**config.mk**
```make
export PLATFORM = sky130hd
export DESIGN_NAME = pwm_duty_decoder
export DESIGN_NICKNAME = d
export VERILOG_FILES = /design/src/rtl/pwm_duty_decoder.sv
export SDC_FILE = /design/constraint.sdc
export NUM_CORES = 1
export LEC_CHECK = 0
export ABC_AREA = 1
export CAP_MARGIN = 30
export CORE_ASPECT_RATIO = 1.75
export CORE_MARGIN = 2
export CORE_UTILIZATION = 37
export DETAILED_ROUTE_END_ITERATION = 10
export GPL_TIMING_DRIVEN = 0
export PLACE_DENSITY = 0.59
export SLEW_MARGIN = 20
export SYNTH_ARGS = -nofsm -noshare
export SYNTH_HDL_FRONTEND = slang
export SYNTH_SLANG_ARGS = --single-unit
```
**constraint.sdc**
```tcl
create_clock -name clk -period 5.3 [get_ports clk]
set_input_delay 1.06 -clock clk [delete_from_list [all_inputs] [get_ports clk]]
set_output_delay 1.06 -clock clk [all_outputs]
set_load 0.1 [all_outputs]
```
**src/rtl/pwm_duty_decoder.sv**
```systemverilog
// PWM receiver: measures period and high time of an external PWM input and
// reports duty in per-mille through a sequential restoring divider.
module pwm_duty_decoder #(
  parameter int unsigned CNT_W   = 20,
  parameter int unsigned TIMEOUT = 1048575
) (
  input  logic             clk,
  input  logic             reset_p,
  input  logic             pwm_in,
  output logic [9:0]       duty_permille,
  output logic [CNT_W-1:0] period,
  output logic             valid,
  output logic             stuck_high,
  output logic             stuck_low,
  output logic             busy
);

  localparam int unsigned NUM_W  = CNT_W + 10;
  localparam int unsigned STEP_W = $clog2(NUM_W + 1);

  typedef enum logic {WAIT_RISE, MEASURE} state_t;

  // Input synchronizer and edge detector
  logic [1:0] sync_q;
  logic       lvl_q;
  logic       level_c;
  logic       rise_c;
  logic       fall_c;

  always_ff @(posedge clk or posedge reset_p) begin
    if (reset_p) begin
      sync_q <= 2'b00;
      lvl_q  <= 1'b0;
    end else begin
      sync_q <= {sync_q[0], pwm_in};
      lvl_q  <= sync_q[1];
    end
  end

  assign level_c = sync_q[1];
  assign rise_c  = level_c & ~lvl_q;
  assign fall_c  = ~level_c & lvl_q;

  // Measurement FSM
  state_t           state_q, state_d;
  logic [CNT_W-1:0] period_cnt_q, period_cnt_d;
  logic [CNT_W-1:0] high_cnt_q, high_cnt_d;
  logic             fall_seen_q, fall_seen_d;
  logic             load_c;
  logic             timeout_c;
  logic             clear_stuck_c;

  always_ff @(posedge clk or posedge reset_p) begin
    if (reset_p) begin
      state_q      <= WAIT_RISE;
      period_cnt_q <= '0;
      high_cnt_q   <= '0;
      fall_seen_q  <= 1'b0;
    end else begin
      state_q      <= state_d;
      period_cnt_q <= period_cnt_d;
      high_cnt_q   <= high_cnt_d;
      fall_seen_q  <= fall_seen_d;
    end
  end

  always_comb begin
    state_d       = state_q;
    period_cnt_d  = period_cnt_q;
    high_cnt_d    = high_cnt_q;
    fall_seen_d   = fall_seen_q;
    load_c        = 1'b0;
    timeout_c     = 1'b0;
    clear_stuck_c = 1'b0;
    case (state_q)
      WAIT_RISE: begin
        period_cnt_d = '0;
        high_cnt_d   = '0;
        fall_seen_d  = 1'b0;
        if (rise_c) begin
          state_d       = MEASURE;
          period_cnt_d  = CNT_W'(1);
          high_cnt_d    = CNT_W'(1);
          clear_stuck_c = 1'b1;
        end
      end
      MEASURE: begin
        if (rise_c) begin
          // A busy divider drops the sample; the counters restart regardless.
          load_c        = ~busy;
          period_cnt_d  = CNT_W'(1);
          high_cnt_d    = CNT_W'(1);
          fall_seen_d   = 1'b0;
          clear_stuck_c = 1'b1;
        end else if (period_cnt_q == CNT_W'(TIMEOUT)) begin
          timeout_c    = 1'b1;
          state_d      = WAIT_RISE;
          period_cnt_d = '0;
          high_cnt_d   = '0;
          fall_seen_d  = 1'b0;
        end else begin
          period_cnt_d = period_cnt_q + CNT_W'(1);
          if (fall_c) begin
            fall_seen_d = 1'b1;
          end else if (level_c && !fall_seen_q) begin
            high_cnt_d = high_cnt_q + CNT_W'(1);
          end
        end
      end
      default: state_d = WAIT_RISE;
    endcase
  end

  // Restoring divider: quo_q shifts the numerator out and the quotient in
  logic [STEP_W-1:0] step_q;
  logic [CNT_W-1:0]  den_q;
  logic [CNT_W-1:0]  rem_q;
  logic [NUM_W-1:0]  quo_q;
  logic [CNT_W:0]    rem_shift_c;
  logic [CNT_W:0]    sub_c;
  logic              q_bit_c;
  logic [CNT_W-1:0]  rem_next_c;
  logic [NUM_W-1:0]  quo_next_c;
  logic [9:0]        duty_clamp_c;
  logic              div_done_c;

  // Remainder stays below den, so a nonnegative difference never sets the top bit.
  assign rem_shift_c  = {rem_q, quo_q[NUM_W-1]};
  assign sub_c        = rem_shift_c - {1'b0, den_q};
  assign q_bit_c      = ~sub_c[CNT_W];
  assign rem_next_c   = q_bit_c ? sub_c[CNT_W-1:0] : rem_shift_c[CNT_W-1:0];
  assign quo_next_c   = {quo_q[NUM_W-2:0], q_bit_c};
  assign duty_clamp_c = (quo_next_c > NUM_W'(1000)) ? 10'd1000 : quo_next_c[9:0];
  assign div_done_c   = busy && (step_q == STEP_W'(NUM_W - 1));

  always_ff @(posedge clk or posedge reset_p) begin
    if (reset_p) begin
      busy   <= 1'b0;
      step_q <= '0;
      den_q  <= '0;
      rem_q  <= '0;
      quo_q  <= '0;
    end else if (busy) begin
      rem_q <= rem_next_c;
      quo_q <= quo_next_c;
      if (div_done_c) begin
        busy   <= 1'b0;
        step_q <= '0;
      end else begin
        step_q <= step_q + STEP_W'(1);
      end
    end else if (load_c) begin
      busy   <= 1'b1;
      step_q <= '0;
      den_q  <= period_cnt_q;
      rem_q  <= '0;
      quo_q  <= NUM_W'(high_cnt_q) * NUM_W'(1000);
    end
  end

  // Result registers; a timeout takes precedence over a finishing divide
  always_ff @(posedge clk or posedge reset_p) begin
    if (reset_p) begin
      duty_permille <= '0;
      period        <= '0;
      valid         <= 1'b0;
      stuck_high    <= 1'b0;
      stuck_low     <= 1'b0;
    end else begin
      valid <= 1'b0;
      if (timeout_c) begin
        valid         <= 1'b1;
        period        <= '0;
        duty_permille <= level_c ? 10'd1000 : 10'd0;
        stuck_high    <= level_c;
        stuck_low     <= ~level_c;
      end else if (div_done_c) begin
        valid         <= 1'b1;
        period        <= den_q;
        duty_permille <= duty_clamp_c;
      end
      if (clear_stuck_c) begin
        stuck_high <= 1'b0;
        stuck_low  <= 1'b0;
      end
    end
  end

endmodule

```
After elaboration in Yosys (flattened, before gate mapping) --
Index checks and enable logic that the tools add are counted. Widths: inputs -> output; s select.
Cells by class: add/sub/neg operators 4, multipliers 1, order comparisons 1, eq/ne operators 5, multiplexer cells 45, bitwise operators 7, reduce and logical (&&, ||, !) cells 8
Operator list (count):
- $mux 20 | 11
- $pmux 20 s2 | 2
- $mux 30 | 2
- $add 20x1->20 const B | 2
- $mux 10 | 4
- $gt 30x10->1 const B | 1
- $mul 20x7->27 const B | 1
- $mux 1 | 21
- $sub 21x20->21 | 1
- $eq 20x20->1 const B | 1
- $mux 5 | 3
- $ne 4x3->1 const B | 2
- $reduce_bool 2->1 | 3
- $add 5x1->5 const B | 1
- $eq 5x5->1 const B | 1
- $not 1->1 | 5
- $ne 4x2->1 const B | 1
- $pmux 1 s2 | 2
- $reduce_and 2->1 | 2
- $and 1x1->1 | 2
- $logic_and 1x1->1 | 2
- $logic_not 1->1 | 1
Storage, ports and cells: flip-flop bits (word level) 154, input port bits 3, output and inout bits 34

Depth between registers and ports, before layout --
depth after elaboration 7, depth in mapped cells 19, mapped depth without buffers 19

Worst setup path after synthesis --
Ideal clock, no wire load.
path type reg-to-reg, start point reg high_cnt_q[12], end point reg quo_q[26], arrival time 3.760 ns, data required time 5.175 ns, slack 1.415 ns, stages on the path, launching flop included 19, buffers on the path 0, period minus slack after synthesis 3.885 ns, cell sequence dfrtp_1 -> inv_1 -> fa_1 -> fa_1 -> inv_1 -> fa_1 -> inv_1 -> fa_1 -> inv_1 -> ha_1 -> nand2_1 -> inv_1 -> nand2_1 -> nor3_1 -> nand4_1 -> nand3_1 -> nand2_1 -> nand3_1 -> nand3_1
Between the ends: cells in the longest elaborated chain, start to end 3
Ends and longest elaborated chain:
- start: declaration | RTL line 47 | logic [CNT_W-1:0] high_cnt_q, high_cnt_d;
- start signal: assignment | RTL line 62 | high_cnt_q <= high_cnt_d;
- $mul 20x7->27 | RTL line 157 | quo_q <= NUM_W'(high_cnt_q) * NUM_W'(1000);
- $mux 30 | RTL line 152 | end else if (load_c) begin
- $mux 30 | RTL line 143 | end else if (busy) begin
- end signal: assignment | RTL line 145 | quo_q <= quo_next_c;
- end signal: assignment | RTL line 157
- end: declaration | RTL line 118 | logic [NUM_W-1:0] quo_q;
No other way between the ends. The select of a mux whose other input is x is not followed. A chain may end at the register's enable or synchronous reset.

Worst setup path in the final report --
start point reg high_cnt_q[13], end point reg quo_q[26]
The elaborated chain is that of the path after synthesis.

==> results.ini <==
[worst_setup_path]
slowest_delay_ns = 0.56
crit_fanout = 6
worstSetupEndpointType = flip-flop
path_class = flip-flop to flip-flop
series_of_cell_instances_along_the_critical_path = inv_1, fa_1, fa_1, inv_1, fa_1, inv_1, fa_1, inv_1, ha_1, nand2_1, inv_1, nand2_1, nor3_1, nand4_1, nand3_1, nand2_1, nand3_1, nand3_1
cp.required_ns = 5.62
worst_path_max_delay_cell = dfrtp_1
crit_path_frequent_cell = inv_1
timing.critical_path.arrival_ns = 5.07
timing.critical_path.buf_inv = 5
critical-path-top-delay-family = adder cells
cp-start-kind = flip-flop

[sta]
timing.final.max_slew_violations = 0
fin_tns_setup_ns = 0
rsz_0062_raised_after_global_routing = false
finalHoldWorstSlack_ns = 0.356
setup_viol = 0
final_min_period_over_clock_period_pct = 89.6
maximum_clock_skew_at_final_layout_ns = 0.0131
hold_viol_final = 0
slew-limit-headroom_pct = 34.8
timing.final.ws_setup_ns = 0.550
tightestPinTransition_ns = 0.975
finalCriticalPeriod_ns = 4.75
max_freq_mhz = 211

[final_layout]
multiInputGateArea_sq_um = 7140
final_common_cell = nand2_1
fillers = 3319
seqCellArea_sq_um = 3850
finalInstanceArea_sq_um = 13600
fin_nets = 1783
antenna_cells_inserted = 0
drive_above_1_share_pct = 5.14
commonest_non_fill_non_tap_cells_in_the_layout = 426 x nand2_1, 251 x inv_1, 154 x dfrtp_1, 108 x nor2_1, 91 x nand3_1
areaGrowthSynthToFinish_pct = 12.2

[clock_tree]
tritoncts = yes
cts_resized = 0
cts_inserted_buffers = 17
htree_num_levels = 4
cts-root-buf = clkbuf_16
number_of_clock_sinks_seen_by_cts = 154
post-cts-setup-buffer-count = 0
clock_insertion_delay_worst_skew_ns = 0.45
postCtsHoldBufs = 0
clkSlewWorstSetupHoldPaths_ns = 0.07
max-clock-path-buffers = 2

[routing]
detailroute.via_count = 10400
number_of_iterations_in_the_first_detailed_routing_pass = 6
drt_first_iter_violations = 451
via_per_inst = 5.11
drt.antenna.violating_nets = 0
post_detailed_routing_wire_length_mm = 35.2
detail_route.drc_violations = 0
drt-wirelength-per-cell_um = 17.3

[power]
total_power_mw = 6.32
cellPowerDensity_nw_per_um2 = 464
leakagePower_nw = 6.71
ir_worst_vdd_mv = 0.276

[global_route]
maximum_number_of_pins_on_one_net_before_global_route_repair = 94
grt_use_total_pct = 21.4
grt_pass1_vias = 11000
wire_length_of_the_first_global_routing_pass_mm = 57.0
use_met3_pct = 2.61
busiest_layer = met2
grt_antenna_before_repair = 0
grtUsageMet1_pct = 20.7
use_met2_pct = 41.4
grt_remaining_overflow = 0

[logic_synthesis]
netlist_top_cells_area = dfrtp_1 32%, nand2_1 13%, fa_1 12%, ha_1 9.0%, inv_1 7.8%
number_of_nets_in_the_synthesized_netlist = 1727
synth.cell_area_sq_um = 12100
synth.largest_area_cell = dfrtp_1
yosys.cell_types.count = 48
netlist_instances = 1566
synth_largest_type_area_fraction_pct = 31.8
ys_warn_count = 0
syn-mean-instance-area_sq_um = 7.75
ys_seq_elements = 154
synth_seq_area_share_pct = 31.8

[placement]
detailed_place_hpwl_mm = 28.8
pre_cts_slack_ns = 0.580
globalplace.congestion = 0.971
io_buffers = 36
dpl-instance-area_sq_um = 13000

[worst_hold_path]
worstHoldPathType = flip-flop to flip-flop

[die]
floorplan.io_pins = 37
num_rows = 87
total_die_area_sq_um = 34300
dieWidth_um = 141
chipHeight_um = 244
core_region_area_sq_um = 32200
starting_density_pct = 37.7

[outcome]
run_status = finished clean

[flow_run]
max_cap_viol_count = 0

[synth_stat cells, drive strengths merged]
cell type / number
nand2: 429
inv: 258
dfrtp: 154
nor2: 114
o21ai: 97
nand3: 93
ha: 87
fa: 71
a21oi: 59
nand4: 34
nor3: 28
xor2: 23
buf: 19
xnor2: 19
clkbuf: 15
o221ai: 12
nand3b: 11
o21bai: 11
o22ai: 9
a31oi: 4
a21o: 2
and2: 2
nor4: 2
o211ai: 2
o21a: 2
or2: 2
a211oi: 1
a221oi: 1
a22oi: 1
a31o: 1
and3: 1
nor3b: 1
o32ai: 1
[cell type report]
cell class	instances	area share, %
Buffer	34	1.26
Clock buffer	20	3.35
Clock inverter	12	0.983
Inverter	258	7.16
Multi-Input combinational cell	1120	52.4
Sequential cell	154	28.3
Tap cell	400	3.67
Timing Repair Buffer	37	2.85
[kinds of logic after synthesis]
family / count (synthesis) / share of synthesized area, %
simple gates: 717 / 25.4
buf+inv: 292 / 9.39
compound gates: 203 / 9.77
fa+ha+maj: 158 / 20.7
flops: 154 / 31.8
xor+xnor: 42 / 3.03
[flip-flops by register name (all words and copies together) (netlist names)]
signal,cells
rem_q,20
fall_seen_q,1
valid,1
lvl_q,1
busy,1
state_q,1
den_q,20
quo_q,30
high_cnt_q,20
stuck_high,1
period,20
sync_q,2
duty_permille,10
period_cnt_q,20
stuck_low,1
step_q,5
[report_power, final]
part,switching [mW],internal (mW),total (mW)
Combinational,2.23,1.18,3.41
Sequential,0.212,1.46,1.67
Clock,0.548,0.687,1.24
[metrics by stage]
| step | instances | util [%] |
|---|---|---|
| after floorplan | 1566 | - |
| after global placement | 2002 | 40.3 |
| after detailed placement | 2003 | 40.4 |
| after CTS | 2035 | 42.3 |
| after global routing | 2035 | 42.3 |
| final | 2035 | 42.3 |
[path summary, 6_finish.rpt]
kind | slack (ns) | cells after the start | from | endpoint
min in group asynchronous | 1.02 | 2 | reset_p | period[6]
worst max register to register | 0.55 | 18 | high_cnt_q[13] | quo_q[26]
worst min-delay path | 0.36 | 0 | sync_q[0] | sync_q[1]
worst max-delay path | 0.55 | 18 | high_cnt_q[13] | quo_q[26]
worst min register to register | 0.36 | 0 | sync_q[0] | sync_q[1]
max in group asynchronous | 3.42 | 3 | reset_p | stuck_low
[layer usage]
layer | part of all wire (%) | wire length (um)
met3 | 2.1 | 740
met2 | 56 | 19600
met5 | 0 | 0
met1 | 35 | 12200
met4 | 7.6 | 2660
No activity file was read; power rests on OpenSTA's default activity.
